--- src/rtl/uart_tx_queue.sv ---
// Byte FIFO and launcher for the UART transmitter: pops one byte at a time, pulses start,
// waits for txdone, then holds off GAP cycles. UART_TXQ_OVF_EN adds a sticky overflow flag.
//
// state  | meaning
// S_IDLE | waiting for a queued byte; pops it into txin on exit
// S_LOAD | start pulse cycle, txin valid
// S_WAIT | transmitter busy, waiting for txdone
// S_GAP  | guard gap down-count before the next launch
module uart_tx_queue #(
    parameter int DEPTH = 16,
    parameter int AW    = 4,
    parameter int GAP   = 4
) (
    input  logic          clk,
    input  logic          rst,
    input  logic          wr_en,
    input  logic [7:0]    wr_data,
    output logic          full,
    output logic          empty,
    output logic [AW:0]   level,
    output logic          start,
    output logic [7:0]    txin,
`ifdef UART_TXQ_OVF_EN
    output logic          ovf,
    input  logic          ovf_clr,
`endif
    input  logic          txdone,
    output logic          busy
);

    localparam int GW = (GAP > 1) ? $clog2(GAP) : 1;
    localparam logic [GW-1:0] GAP_LOAD = GW'(GAP - 1);
    localparam logic [GW-1:0] GCNT_ONE = GW'(1);
    localparam logic [AW-1:0] PTR_ONE  = AW'(1);
    localparam logic [AW:0]   LVL_ONE  = (AW+1)'(1);
    localparam logic [AW:0]   LVL_FULL = (AW+1)'(DEPTH);

    typedef enum logic [1:0] {S_IDLE, S_LOAD, S_WAIT, S_GAP} state_t;

    state_t        state_q, state_d;
    logic [AW-1:0] wp_q, wp_d;
    logic [AW-1:0] rp_q, rp_d;
    logic [AW:0]   level_q, level_d;
    logic [7:0]    txin_q, txin_d;
    logic [GW-1:0] gcnt_q, gcnt_d;
    logic [7:0]    mem_q [DEPTH];
    logic          push, pop;

    assign full  = (level_q == LVL_FULL);
    assign empty = (level_q == '0);
    assign level = level_q;
    assign txin  = txin_q;
    // Decoded from the state flop so reset kills start without waiting for an edge.
    assign start = (state_q == S_LOAD);
    assign busy  = (state_q != S_IDLE);

    always_comb begin
        state_d = state_q;
        wp_d    = wp_q;
        rp_d    = rp_q;
        level_d = level_q;
        txin_d  = txin_q;
        gcnt_d  = gcnt_q;
        push    = wr_en && !full;
        pop     = 1'b0;

        case (state_q)
            S_IDLE: begin
                if (!empty) begin
                    pop     = 1'b1;
                    txin_d  = mem_q[rp_q];
                    state_d = S_LOAD;
                end
            end
            S_LOAD: state_d = S_WAIT;
            S_WAIT: begin
                if (txdone) begin
                    gcnt_d  = GAP_LOAD;
                    state_d = S_GAP;
                end
            end
            S_GAP: begin
                if (gcnt_q == '0) begin
                    state_d = S_IDLE;
                end else begin
                    gcnt_d = gcnt_q - GCNT_ONE;
                end
            end
            default: state_d = S_IDLE;
        endcase

        if (pop) begin
            rp_d = rp_q + PTR_ONE;
        end
        if (push) begin
            wp_d = wp_q + PTR_ONE;
        end
        case ({push, pop})
            2'b10:   level_d = level_q + LVL_ONE;
            2'b01:   level_d = level_q - LVL_ONE;
            default: level_d = level_q;
        endcase
    end

    always_ff @(posedge clk or posedge rst) begin
        if (rst) begin
            state_q <= S_IDLE;
            wp_q    <= '0;
            rp_q    <= '0;
            level_q <= '0;
            txin_q  <= '0;
            gcnt_q  <= '0;
        end else begin
            state_q <= state_d;
            wp_q    <= wp_d;
            rp_q    <= rp_d;
            level_q <= level_d;
            txin_q  <= txin_d;
            gcnt_q  <= gcnt_d;
        end
    end

    // Storage needs no reset: level gates every read.
    always_ff @(posedge clk) begin
        if (push) begin
            mem_q[wp_q] <= wr_data;
        end
    end

`ifdef UART_TXQ_OVF_EN
    logic ovf_q, ovf_d;

    always_comb begin
        ovf_d = ovf_q;
        if (ovf_clr) begin
            ovf_d = 1'b0;
        end
        if (wr_en && full) begin
            ovf_d = 1'b1;
        end
    end

    always_ff @(posedge clk or posedge rst) begin
        if (rst) begin
            ovf_q <= 1'b0;
        end else begin
            ovf_q <= ovf_d;
        end
    end

    assign ovf = ovf_q;
`endif

endmodule

--- config.mk ---
export PLATFORM = sky130hd
export DESIGN_NAME = uart_tx_queue
export DESIGN_NICKNAME = d
export VERILOG_FILES = /design/src/rtl/uart_tx_queue.sv
export SDC_FILE = /design/constraint.sdc
export NUM_CORES = 1
export LEC_CHECK = 0
export ABC_AREA = 1
export CAP_MARGIN = 20
export CORE_MARGIN = 3
export CORE_UTILIZATION = 60
export CTS_CLUSTER_SIZE = 20
export DETAILED_ROUTE_END_ITERATION = 8
export PLACE_DENSITY = 0.81
export SLEW_MARGIN = 0
export SYNTH_ARGS = -nofsm -noshare
export SYNTH_HDL_FRONTEND = slang
export SYNTH_SLANG_ARGS = --single-unit
--- constraint.sdc ---
create_clock -name clk -period 4.1 [get_ports clk]
set_input_delay 0.82 -clock clk [delete_from_list [all_inputs] [get_ports clk]]
set_output_delay 0.82 -clock clk [all_outputs]
set_load 0.02 [all_outputs]
==> Word-level counts from Yosys, hierarchy flattened <==
Memory sizes are Yosys's and may differ from the RTL's. A register that Yosys moved wholly into a read port is not among the register bits.
Index checks and enable logic that the tools add are counted.
{ "op_classes": {"n_addsub": 5, "mul": 0, "n_div": 0, "n_lt_le_gt_ge": 0, "eq_ne": 10, "n_shift": 0, "mux": 11, "bitwise": 1, "reduce_logical": 11} }
{ "op_table": {"columns": ["op", "count"], "rows": [
  ["5-bit one-hot mux with 2 select lines", 1],
  ["4-bit by 1-bit adder with 4-bit output (second input constant)", 2],
  ["2-bit two-way mux", 4],
  ["2-bit != test (second input constant)", 4],
  ["2-bit one-hot mux with 4 select lines", 1],
  ["2-bit == test (second input constant)", 3],
  ["3-bit AND reduction", 2],
  ["2-bit nonzero test", 3],
  ["5-bit by 1-bit adder with 5-bit output (second input constant)", 1],
  ["5-bit == test (second input constant)", 1],
  ["5-bit zero test", 1],
  ["5-bit by 1-bit subtractor with 5-bit output (second input constant)", 1],
  ["2-bit by 1-bit == test with 1-bit output (second input constant)", 2],
  ["2-bit zero test", 2],
  ["1-bit two-way mux", 4],
  ["2-bit one-hot mux with 2 select lines", 1],
  ["2-bit AND reduction", 1],
  ["2-bit by 1-bit subtractor with 2-bit output (second input constant)", 1],
  ["1-bit logical AND", 1],
  ["1-bit zero test", 1],
  ["1-bit inverter", 1]
]} }
{ "word_totals": {"reg_bits": 17, "latch_bits": 0, "mem_bits_rw": 128, "rom_bits": 0, "output_inout_bits": 17, "elab_cells": 44, "mem_count": 1} }
{ "memory_table": {"columns": ["memory", "words", "width", "read_ports", "rd_ports_with_merged_regs", "write_ports", "line_no", "text"], "rows": [
  ["mem_q", 16, 8, 1, 1, 1, "46", "logic [7:0] mem_q [DEPTH];"]
]} }

==> Logic depth before layout (Yosys ltp) <==
{ "depth": {"ltp_word": 5, "mapped_depth": 14, "depth_no_buf": 13} }

==> Worst setup path after synthesis <==
Ideal clock, no wire load.
{ "synth_timing": {"path_type": "flip-flop to flip-flop", "startpoint": "register level_q[0], in the netlist level[0]", "endpoint": "register level_q[4], in the netlist level[4]", "t_arrival_ns": 2.336, "slack_ns": 1.648, "stages_incl_launch_ff": 15, "period_less_slack_ns": 2.452, "cell_sequence": "dfrtp_1 -> nor2_2 -> nand2_1 -> nor2_2 -> inv_2 -> nand2_4 -> inv_2 -> buf_6 -> ha_1 -> fa_1 -> nand3_1 -> nand2_1 -> xnor2_1 -> nand2_1 -> nand2_1"} }
{ "synth_via": {"elab_chain_cells": 5, "elab_cells_between_ends": 12} }
{ "synth_lines": {"columns": ["item", "line_no", "text"], "rows": [
  ["from (decl)", "43", "logic [AW:0] level_q, level_d;"],
  ["from (signal assigned)", "117", "level_q <= level_d;"],
  ["5-bit zero test *", "50", "assign empty = (level_q == '0);"],
  ["via empty", "19", "output logic empty,"],
  ["1-bit two-way mux *", "69", "if (!empty) begin"],
  ["1-bit two-way mux *", "67", "case (state_q)"],
  ["via pop", "47", "logic push, pop;"],
  ["2-bit by 1-bit == test with 1-bit output or 2-bit == test (tied branches)", "98", "case ({push, pop})"],
  ["5-bit one-hot mux with 2 select lines or 2-bit nonzero test (tied branches)", null, null]
]} }
Mark *: on every way through the listed nets, which the timed path passes. The rest lies on a longest branch.
A chain may end at the register's enable or synchronous reset.

==> Worst setup path in the final report <==
{ "layout_timing": {"startpoint": "register level_q[0], in the netlist level[0]", "endpoint": "output empty"} }
{ "layout_via": {"elab_chain_cells": 1} }
{ "layout_lines": {"columns": ["item", "line_no"], "rows": [
  ["5-bit zero test", "50"],
  ["to (decl)", "19"]
]} }
No other way between the ends.

==> flow_summary_export.csv <==
group,metric,value,unit
run_status,status,"complete, no violations",
floorplan,ios,29,
timing,skew,0.00978,ns
global_routing,antenna_found_initial,0,
worst_hold_path,hp-start,"txin[4]",
job,cap_viol_max_count,0,
clock_tree,cts.path.max_buffers,2,
route,drc,0,
floorplan,rows,38,
cells_and_area,finalNonFillerCells,866,
placed_design,place_congestion,0.884,
critical_path,crit_path_end_kind,"primary output",
synth,syn_area,0.00691,mm²
route,vias_per_cell,5.51,
critical_path,r2r_cells,10,
timing,period_minus_slack,2.79,ns
power_and_ir_drop,internal_power,0.00352,W
route,wire_per_inst,17.6,µm
synth,synth_nets,715,
power_and_ir_drop,p_seq_frac,0.376,
global_routing,overflow,0,
synth,synthCells,687,
critical_path,rr_startpoint,"level[0]",
timing,slew_headroom,0.283,
global_routing,first_global_vias,4714,
floorplan,dieArea,0.0128,mm²
route,firstDrtPassIters,6,
power_and_ir_drop,power_density,717,mW/mm²
clock_tree,htreeDepth,4,
critical_path,critPathRequiredTime,3.28,ns
synth,synth-seq-cells,153,
timing,finalHoldViolations,0,
timing,fmax,0.358,GHz
clock_tree,post_cts.resized_instances,0,
cells_and_area,final_common_cell,"nand2_1",
synth,synth_top_area_cell,"edfxtp_1",
global_routing,grt_max_degree,67,
worst_hold_path,holdCritPathClass,"flip-flop to flip-flop",
synth,yosys_warnings,0,
timing,worstMarginPinSlew,1.07,ns
clock_tree,worstSkewPairLatency,0.42,ns
critical_path,crit_path_max_fanout,5,
cells_and_area,nNetsFinal,741,
power_and_ir_drop,pwr-share-clk,0.271,
route,via_count,4772,
power_and_ir_drop,p_sw_frac,0.373,
clock_tree,cts_root_buffer,"clkbuf_16",
timing,setup_viol,0,
placed_design,io_buffers,28,
floorplan,core,0.0110,mm²
clock_tree,cts_setup_buffers,0,
synth,synth_cell_types,27,
clock_tree,clkSlewWorstSetupHoldPaths,0.06,ns
route,postRouteAntennaNets,0,
synth,synth_top_area_share,0.556,
timing,slew_violations,0,
cells_and_area,antenna_cells,0,
power_and_ir_drop,p_switching,0.00210,W
timing,rsz0062_at_grt,"false",
clock_tree,cts_buffers,17,
critical_path,cp.arrival,1.97,ns
synth,syn_avg_cell_area,10.1,µm²
global_routing,grt_usage,0.253,
cells_and_area,syn_to_final_growth,13.4,%
floorplan,start_util,0.627,
critical_path,setup.worst_path.start_class,"flip-flop",
global_routing,grt_first_pass_wirelength,24200,µm
worst_hold_path,min_to,"txin[4]",
worst_hold_path,whs_path_depth,2,
cells_and_area,layout-drive-gt1-share,0.0661,
route,drt_wl_total,15300,µm
timing,setup-tns-final,0,ns
synth,synth_area_leaders,"edfxtp_1 56%, nand2_1 12%, dfrtp_1 9.0%",
power_and_ir_drop,p_comb_frac,0.353,
cells_and_area,layout_common_cells,"219 x nand2_1, 128 x edfxtp_1, 115 x inv_1",
critical_path,critical_path_class,"flip-flop to primary output",
floorplan,die_w,113,µm
clock_tree,cts_tree,"built",
clock_tree,cts_hold_buf,0,
synth,yosysSeqAreaShare,0.646,
critical_path,worst-r2r-setup-slack,1.55,ns
critical_path,r2r_end,"level[3]",
placed_design,place_inst,830,
floorplan,chipHeight,113,µm
power_and_ir_drop,max-vdd-ir-drop,0.762,mV
route,drt_iter0_markers,453,
timing,post-route-period-util,0.681,
power_and_ir_drop,p_leak,3.47,nW
placed_design,dp_hpwl,9680,µm
clock_tree,clock_sinks,153,
==> synth_stat cells, drive strengths merged <==
library cell,n
nand2,221
edfxtp,128
inv,120
nand3,100
buf,27
dfrtp,25
ha,15
nor3,12
nor2,11
o21ai,7
xor2,7
a21oi,5
xnor2,3
a22oi,1
clkbuf,1
clkinv,1
fa,1
nand4,1
or2,1
==> critical path, stage by stage, from the launching register on <==
cell	delay (ns)
dfrtp_1	0.46
nor2_2	0.17
nand2_1	0.09
nor2_2	0.18
clkdlybuf4s50_1	0.65
==> worst max-delay path by stage <==
stage	from	endpoint	slack, ns	cells past startpoint
3_5_place_dp	wr_en	level[3]	1.01	9
6_report	level[0]	empty	1.31	4
2_1_floorplan	level[0]	level[4]	1.65	14
5_1_grt	level[2]	empty	1.19	4
3_3_place_gp	wr_en	level[3]	1.06	9
4_1_cts	level[0]	empty	1.29	4
==> power by group through the flow <==
stage	Combinational, W	Clock [W]	Sequential [W]
3_5_place_dp	0.00195	0	0.00214
6_report	0.00198	0.00152	0.00211
4_1_cts	0.00196	0.00153	0.00211
3_3_place_gp	0.00187	0	0.00212
5_1_grt	0.00221	0.00161	0.00214
2_1_floorplan	0.00139	0	0.00214
==> sequential cells by signal (all words and copies together), names as in the netlist <==
signal	cells
rp_q	4
mem_q	128
gcnt_q	2
state_q	2
level	5
wp_q	4
txin	8
==> area by class of cell <==
cell class | count | area [µm²]
flip-flops and latches | 153 | 4470
fillers | 782 | 3190
multi-input cells | 385 | 1830
clock buffers | 21 | 460
inverters | 121 | 454
repair buffers | 35 | 333
well taps | 140 | 175
clock inverters | 11 | 120
==> logic make-up after synthesis <==
group / after synthesis / synth area share
xor gates and xnor gates: 10 / 0.0127
AOI/OAI and AO/OA: 13 / 0.0103
adders and majority gates: 16 / 0.0300
buffers and inverters: 149 / 0.0896
DFF: 153 / 0.646
and+or+nand+nor: 346 / 0.211
==> per-stage QoR <==
| step | hold WS (ns) | area (µm²) | worst slack [ns] | power [W] | utilization |
|---|---|---|---|---|---|
| detailed placement | 0.466 | 7230 | 1.01 | 0.00408 | 0.655 |
| global placement | 0.465 | 7230 | 1.06 | 0.00400 | 0.655 |
| global route | 0.506 | 7840 | 1.19 | 0.00596 | 0.711 |
| CTS | 0.482 | 7810 | 1.29 | 0.00560 | 0.708 |
| finish | 0.475 | 7840 | 1.31 | 0.00562 | 0.711 |
| floorplan | 0.484 | 6910 | 1.65 | 0.00354 | - |
==> per-layer routing <==
layer  vias up  part of all wire  global-route usage
met1      2272              0.41               0.330
met3        27             0.083              0.0668
met5         -                 0                   0
li1       2255                 -                   -
met2       218              0.49               0.412
met4         0             0.022              0.0954
Power figures use the tool's default switching activity.
